**src/rtl/sprite_palette_arbiter.sv**
```systemverilog
// Sprite palette arbiter: on each pixel strobe, walks the hitting sprite layers in
// priority order (layer 0 first) through one shared index ROM and one shared palette,
// and resolves the pixel to the first opaque colour, or to the background colour.
module sprite_palette_arbiter #(
  parameter int unsigned NUM_SPR    = 4,
  parameter int unsigned ADDR_W     = 12,
  parameter int unsigned IDX_W      = 4,
  parameter int unsigned TRANSP_IDX = 1
) (
  input  logic                        Clk,
  input  logic                        Reset,
  input  logic                        pix_start,
  input  logic [NUM_SPR-1:0]          spr_hit,
  input  logic [NUM_SPR*ADDR_W-1:0]   spr_addr,
  input  logic [11:0]                 bg_rgb,
  output logic [ADDR_W-1:0]           rom_addr,
  input  logic [IDX_W-1:0]            rom_q,
  output logic [IDX_W-1:0]            pal_index,
  input  logic [11:0]                 pal_rgb,
  output logic [11:0]                 rgb_out,
  output logic                        rgb_valid,
  output logic [3:0]                  layer_out,
  output logic                        busy,
  output logic                        overrun
);

  localparam logic [IDX_W-1:0] LP_TRANSP = IDX_W'(TRANSP_IDX);
  localparam logic [3:0]       LP_BG_LAYER = 4'(NUM_SPR);

  typedef enum logic [1:0] {
    StIdle,
    StSel,
    StCheck
  } state_t;

  state_t                      r_state;
  logic [NUM_SPR-1:0]          r_pending;
  logic [NUM_SPR*ADDR_W-1:0]   r_addr;
  logic [11:0]                 r_bg;
  logic [3:0]                  r_cur;
  logic [11:0]                 r_rgb;
  logic                        r_valid;
  logic [3:0]                  r_layer;
  logic                        r_overrun;

  logic [3:0]                  w_sel_idx;
  logic [ADDR_W-1:0]           w_sel_addr;
  logic [NUM_SPR-1:0]          w_sel_onehot;
  logic                        w_opaque;

  // Priority encoder: lowest pending layer wins; empty layers cost no cycles.
  always_comb begin
    w_sel_idx  = '0;
    w_sel_addr = '0;
    for (int j = NUM_SPR - 1; j >= 0; j--) begin
      if (r_pending[j]) begin
        w_sel_idx  = 4'(j);
        w_sel_addr = r_addr[j*ADDR_W +: ADDR_W];
      end
    end
  end

  // Isolate the lowest set bit so it can be cleared in the same SEL cycle.
  assign w_sel_onehot = r_pending & (~r_pending + {{(NUM_SPR-1){1'b0}}, 1'b1});

  // Index 0 is a real colour; only the key index is see-through.
  assign w_opaque = (rom_q != LP_TRANSP);

  // Shared-resource drives are parked at zero when not in use.
  always_comb begin
    rom_addr  = '0;
    pal_index = '0;
    if (r_state == StSel && r_pending != '0) begin
      rom_addr = w_sel_addr;
    end
    if (r_state == StCheck) begin
      pal_index = rom_q;
    end
  end

  // Scan FSM with registered result, valid pulse and sticky overrun flag.
  always_ff @(posedge Clk) begin
    if (Reset) begin
      r_state   <= StIdle;
      r_pending <= '0;
      r_addr    <= '0;
      r_bg      <= '0;
      r_cur     <= '0;
      r_rgb     <= '0;
      r_valid   <= 1'b0;
      r_layer   <= '0;
      r_overrun <= 1'b0;
    end else begin
      r_valid <= 1'b0;
      // A strobe while scanning is dropped, not queued.
      if (pix_start && r_state != StIdle) begin
        r_overrun <= 1'b1;
      end
      unique case (r_state)
        StIdle: begin
          if (pix_start) begin
            r_pending <= spr_hit;
            r_addr    <= spr_addr;
            r_bg      <= bg_rgb;
            r_state   <= StSel;
          end
        end
        StSel: begin
          if (r_pending == '0) begin
            r_rgb   <= r_bg;
            r_layer <= LP_BG_LAYER;
            r_valid <= 1'b1;
            r_state <= StIdle;
          end else begin
            r_pending <= r_pending & ~w_sel_onehot;
            r_cur     <= w_sel_idx;
            r_state   <= StCheck;
          end
        end
        StCheck: begin
          if (w_opaque) begin
            r_rgb   <= pal_rgb;
            r_layer <= r_cur;
            r_valid <= 1'b1;
            r_state <= StIdle;
          end else begin
            r_state <= StSel;
          end
        end
        default: r_state <= StIdle;
      endcase
    end
  end

  assign rgb_out   = r_rgb;
  assign rgb_valid = r_valid;
  assign layer_out = r_layer;
  assign busy      = (r_state != StIdle);
  assign overrun   = r_overrun;

endmodule

```
**config.mk**
```make
export PLATFORM = sky130hd
export DESIGN_NAME = sprite_palette_arbiter
export DESIGN_NICKNAME = d
export VERILOG_FILES = /design/src/rtl/sprite_palette_arbiter.sv
export SDC_FILE = /design/constraint.sdc
export NUM_CORES = 1
export LEC_CHECK = 0
export ABC_AREA = 1
export CAP_MARGIN = 20
export CORE_ASPECT_RATIO = 1.5
export CORE_UTILIZATION = 49
export CTS_BUF_LIST = sky130_fd_sc_hd__clkbuf_4
export CTS_CLUSTER_DIAMETER = 30
export DETAILED_ROUTE_END_ITERATION = 6
export GPL_TIMING_DRIVEN = 0
export PLACE_DENSITY = 0.83
export SLEW_MARGIN = 10
export SYNTH_ARGS = -nofsm -noshare
export SYNTH_HDL_FRONTEND = slang
export SYNTH_SLANG_ARGS = --single-unit
```
**constraint.sdc**
```tcl
create_clock -name Clk -period 1.9 [get_ports Clk]
set_clock_uncertainty 0.2 [all_clocks]
set_input_delay 0.475 -clock Clk [delete_from_list [all_inputs] [get_ports Clk]]
set_output_delay 0.475 -clock Clk [all_outputs]
set_load 0.005 [all_outputs]
```
* After elaboration in Yosys (flattened, before gate mapping)
Cells that the tools add are included.
** Word-level totals
- Register bits after elaboration :: 88
- Bits in latches :: 0
- Memory bits (writable) :: 0
- Memory bits (read-only) :: 0
- Bits of input ports :: 83
- Output and inout bits :: 35
- Word-level logic and storage cells :: 60
- Memories kept :: 0
** Operators by class
- $add $sub $neg :: 1
- $mul :: 0
- Div/mod/pow operators :: 0
- Order comparisons :: 0
- Equality and inequality tests :: 7
- Shifts and indexed selects :: 0
- Multiplexer cells :: 26
- Bitwise logic cells :: 5
- Reduce and logical (&&, ||, !) cells :: 12
** Operators by type and width (count)
- two-way mux 12 bit :: 7
- two-way mux 4 bit :: 8
- case mux 12 bit (2 select lines) :: 1
- case mux 4 bit (2 select lines) :: 2
- AND 4 bit :: 2
- NOT 4 bit :: 2
- two-way mux 2 bit :: 3
- inequality test 2 bit (second input constant) :: 3
- case mux 2 bit (3 select lines) :: 1
- AND reduction 3 bit :: 2
- nonzero test 2 bit :: 3
- adder 4 x 1 -> 4 bit (second input constant) :: 1
- zero test 4 bit :: 1
- inequality test 4 x 1 -> 1 bit (second input constant) :: 1
- AND reduction 2 bit :: 2
- nonzero test 4 bit :: 1
- two-way mux 1 bit :: 3
- equality test 2 x 1 -> 1 bit (second input constant) :: 1
- equality test 2 bit (second input constant) :: 1
- logical AND 1 bit :: 2
- zero test 2 bit :: 1
- inequality test 2 x 1 -> 1 bit (second input constant) :: 1
- case mux 1 bit (2 select lines) :: 1
- NOT 1 bit :: 1

* Depth between registers and ports, before layout
- Depth after elaboration :: 7
- Gate-level depth with buffers :: 9

* Least setup slack after synthesis
Ideal clock, no wire load.
- Path kind :: reg-to-output
- From :: register r_state[1]
- To :: output port rom_addr[2]
- Data arrival time :: 1.188 ns
- Data required time :: 1.225 ns
- Setup slack :: 0.037 ns
- Stages on the path, launching flop included :: 6
- Buffers on the path :: 1
- Cells stage by stage :: dfxtp_1 -> inv_1 -> ha_1 -> nand2_1 -> buf_2 -> nor3_1
** On the way
- Cells in the longest elaborated chain, start to end :: 3
** RTL lines
- start: declaration :: line 36 : state_t r_state;
- start signal: assignment :: line 84 : r_state <= StIdle;
- start signal: assignment :: line 105 : r_state <= StSel;
- start signal: assignment :: line 113 : r_state <= StIdle;
- equality test 2 x 1 -> 1 bit :: line 73 : if (r_state == StSel && r_pending != '0) begin
- logical AND 1 bit :: line 73
- two-way mux 12 bit :: line 73
- end: declaration :: line 16 : output logic [ADDR_W-1:0] rom_addr,
No other way between the ends.

* Worst setup path in the final report
- From :: register r_pending[1]
- To :: output port rom_addr[7]
** On the way
- Cells in the longest elaborated chain, start to end :: 3
- Elaborated cells on any way between the ends :: 5
- Those cells by class :: 3 x mux; 2 x reduce/logical
** RTL lines
- start: declaration :: line 37 : logic [NUM_SPR-1:0] r_pending;
- start signal: assignment :: line 102 : r_pending <= spr_hit;
- start signal: assignment :: line 115 : r_pending <= r_pending & ~w_sel_onehot;
- two-way mux 12 bit / nonzero test 4 bit (equally long branches) :: line 56, 73
- two-way mux 12 bit / logical AND 1 bit (equally long branches) :: line 56, 73
- two-way mux 12 bit * :: line 73
Mark *: on every way between the ends. The rest lies on a longest branch, timed or not.

==> impl_metrics.env <==
export IMPL_drv_slew=0
export IMPL_worstSkewPairLatency_ns=0.46
export IMPL_netlist_area_mm2=0.00388
export IMPL_critPathMaxStageDelay_ns=0.38
export IMPL_cts_root_buf="clkbuf_4"
export IMPL_r2r_setup_slack_ns=-0.07
export IMPL_fin_crit_ns=2.40
export IMPL_total_power_mw=6.65
export IMPL_dp_slack_ns=-0.706
export IMPL_worstRegToRegCells=10
export IMPL_cp_startpoint="r_pending[1]"
export IMPL_vias_per_cell=5.58
export IMPL_fillers=484
export IMPL_grtUsageTotal_pct=31.4
export IMPL_syn_to_final_growth_pct=59.3
export IMPL_rsz0062_at_grt="true"
export IMPL_num_antenna_cells=0
export IMPL_syn_inst=557
export IMPL_arrival_ns=1.72
export IMPL_cts_sinks=85
export IMPL_leakage_nw=2.69
export IMPL_first_global_vias=4397
export IMPL_violations="setup timing"
export IMPL_required_ns=1.22
export IMPL_hp_start="Reset"
export IMPL_place_gp_congestion=0.911
export IMPL_crit_slowest_cell="dfxtp_2"
export IMPL_fin_ws_ns=-0.496
export IMPL_setup_violations_final=29
export IMPL_synth_nets=644
export IMPL_seq_area_mm2=0.00174
export IMPL_num_rows=39
export IMPL_routed_wl_mm=14.3
export IMPL_final_cells=827
export IMPL_hold_viol_final=0
export IMPL_synth_ff_latch_count=85
export IMPL_clk_pin_slew_ns=0.14
export IMPL_layout_nets=808
export IMPL_vias=4614
export IMPL_ir_worst_vdd_mv=0.700
export IMPL_crit_path_end_kind="primary output"
export IMPL_holdPathEnd="layer_out[2]"
export IMPL_r2r_end="rgb_out[10]"
export IMPL_coreArea_mm2=0.00766
export IMPL_place_hpwl_mm=8.49
export IMPL_ys_seq_area_share_pct=43.8
export IMPL_remaining_drc_errors=0
export IMPL_fin_crit_sh_pct=126
export IMPL_startpoint_type="flip-flop"
export IMPL_dr_pass1_iters=7
export IMPL_dieHeight_um=111
export IMPL_cts_tree="done"
export IMPL_cp_cell_sequence="nor2_4 -> buf_6 -> nand2_2 -> a31oi_4 -> nor3_4 -> buf_2"
export IMPL_htreeDepth=3
export IMPL_status="complete, but fails checks"
export IMPL_cap_violations=0
export IMPL_gr_total_overflow=0
export IMPL_port_buffers=115
export IMPL_drive_gt1_share_pct=28.3
export IMPL_avgSynthCellArea_um2=6.97
export IMPL_grt_pass1_wl_mm=19.8
export IMPL_numCtsBuffers=9
export IMPL_timing_rr_start="r_state[0]"
export IMPL_path_class="flip-flop to primary output"
export IMPL_die_w_um=74.7
export IMPL_timing_fmax_ghz=0.417
export IMPL_grt_max_degree=13
export IMPL_ios=118
export IMPL_dp_cells=774
export IMPL_cts_buffer_depth=2
export IMPL_initialDrtViolationCount=337
export IMPL_die_area_mm2=0.00829
export IMPL_multi_input_area_mm2=0.00234
export IMPL_final_antenna_net_count=0
export IMPL_power_density_mw_per_mm2=1080
export IMPL_synth_cell_types=29
export IMPL_wl_per_cell_um=17.2
export IMPL_start_util_pct=50.7
export IMPL_min_path_type="input port to flip-flop"
export IMPL_cp_max_fo=5
export IMPL_antenna_found_initial=0
export IMPL_whs_path_depth=2
export IMPL_yosysWarnings=0
-- kinds of logic after synthesis --
family                   count (synthesis)  synth area share [%]
adder cells (fa/ha/maj)                  4                  1.29
AO/OA/AOI/OAI                          125                  18.5
other                                    1                0.0966
buffers and inverters                   60                  7.29
AND/OR/NAND/NOR                        282                  29.0
flip-flops                              85                  43.8
-- where the power goes --
part / total (mW) / internal [mW] / switching, mW / leakage [nW]
logic: 3.34 / 1.53 / 1.81 / 1.91
clock network: 0.903 / 0.299 / 0.604 / 0.0646
registers: 2.41 / 2.15 / 0.253 / 0.712
total: 6.65 / 3.99 / 2.67 / 2.69
-- placed cells by master (no fill, tap or decap), types with 8 or more instances in the layout --
cell type,Yosys,routed
nand3_1,20,19
clkdlybuf4s50_1,0,81
nand2_1,91,71
a31oi_4,0,10
dfxtp_2,0,18
a21boi_0,12,8
inv_1,17,8
clkbuf_4,0,15
a21oi_2,10,10
nand2_2,1,14
buf_2,21,23
nor3_4,0,9
buf_4,2,27
dlygate4sd2_1,0,17
o21ai_0,75,65
o21ai_1,1,10
nor2_1,154,151
a21oi_1,13,12
buf_6,1,20
inv_2,2,8
dfxtp_1,85,63
-- final cells by class --
cell class | instances | share of cell area, %
multi-input combinational | 412 | 37.8
sequential | 85 | 28.1
timing repair buffer | 154 | 23.8
buffer | 39 | 5.00
tap | 102 | 2.06
clock buffer | 12 | 1.46
inverter | 20 | 1.46
clock inverter | 3 | 0.223
-- synthesized netlist by cell type, drive strengths merged --
cell type  number  area share (%)
a21boi         12             2.3
nand3          21             2.8
ha              4             1.3
o211ai          1            0.19
a21oi          23             3.9
o31ai           1            0.19
inv            19             1.8
dfxtp          85              44
o221a           1            0.29
nor3           12             1.5
clkbuf         14             1.4
nor2          156              15
a31oi          11             1.8
nand4           1            0.16
buf            26             4.0
conb            1           0.097
nand2          92             9.0
clkinv          1           0.097
o21ai          76             9.8
-- worst max path at each step --
stage / endpoint
2_1_floorplan: rom_addr[2]
3_3_place_gp: rom_addr[8]
3_5_place_dp: rom_addr[8]
4_1_cts: rom_addr[7]
5_1_grt: rom_addr[8]
6_report: rom_addr[7]
-- flip-flops by register name, summed over array words and instances, names as in the netlist --
register,cells
layer_out,3
overrun,1
r_addr,48
r_bg,12
r_cur,2
r_pending,4
r_state,2
rgb_out,12
rgb_valid,1
-- metal layers --
| metal | vias to the layer above | track usage (%) | share of wire, % |
|---|---|---|---|
| li1 | 2136 | - | - |
| met1 | 2110 | 31.7 | 33 |
| met2 | 282 | 57.1 | 52 |
| met3 | 86 | 4.45 | 7.9 |
| met4 | 0 | 20.1 | 7.6 |
| met5 | - | 0 | 0 |
-- critical path: cells and delay by family (launching register included) --
family,cells,cell delay (ns)
DFF,1,0.38
and+or+nand+nor,3,0.35
AOI/OAI and AO/OA,1,0.23
buffers and inverters,2,0.30
-- per-stage QoR --
step | instance area, µm² | utilization, % | TNS (ns) | hold WS [ns]
final | 6180 | 80.7 | -7.45 | 0.0919
after global routing | 6180 | 80.7 | -8.92 | 0.118
after CTS | 5890 | 76.9 | -6.26 | 0.104
after detailed placement | 5160 | 67.4 | -32.42 | 0.254
after global placement | 5160 | 67.4 | -30.50 | 0.252
after floorplan | 3880 | - | 0 | 0.250
-- timing repair --
action | 4_1_cts | 5_1_grt
setup buffers | 23 | 12
resized for setup | 224 | 67
setup endpoints to repair | 95 | 97
hold buffers | 0 | 0
gates cloned | 2 | 3
pin swaps | 15 | 12
No activity file was read; power rests on OpenSTA's default activity.
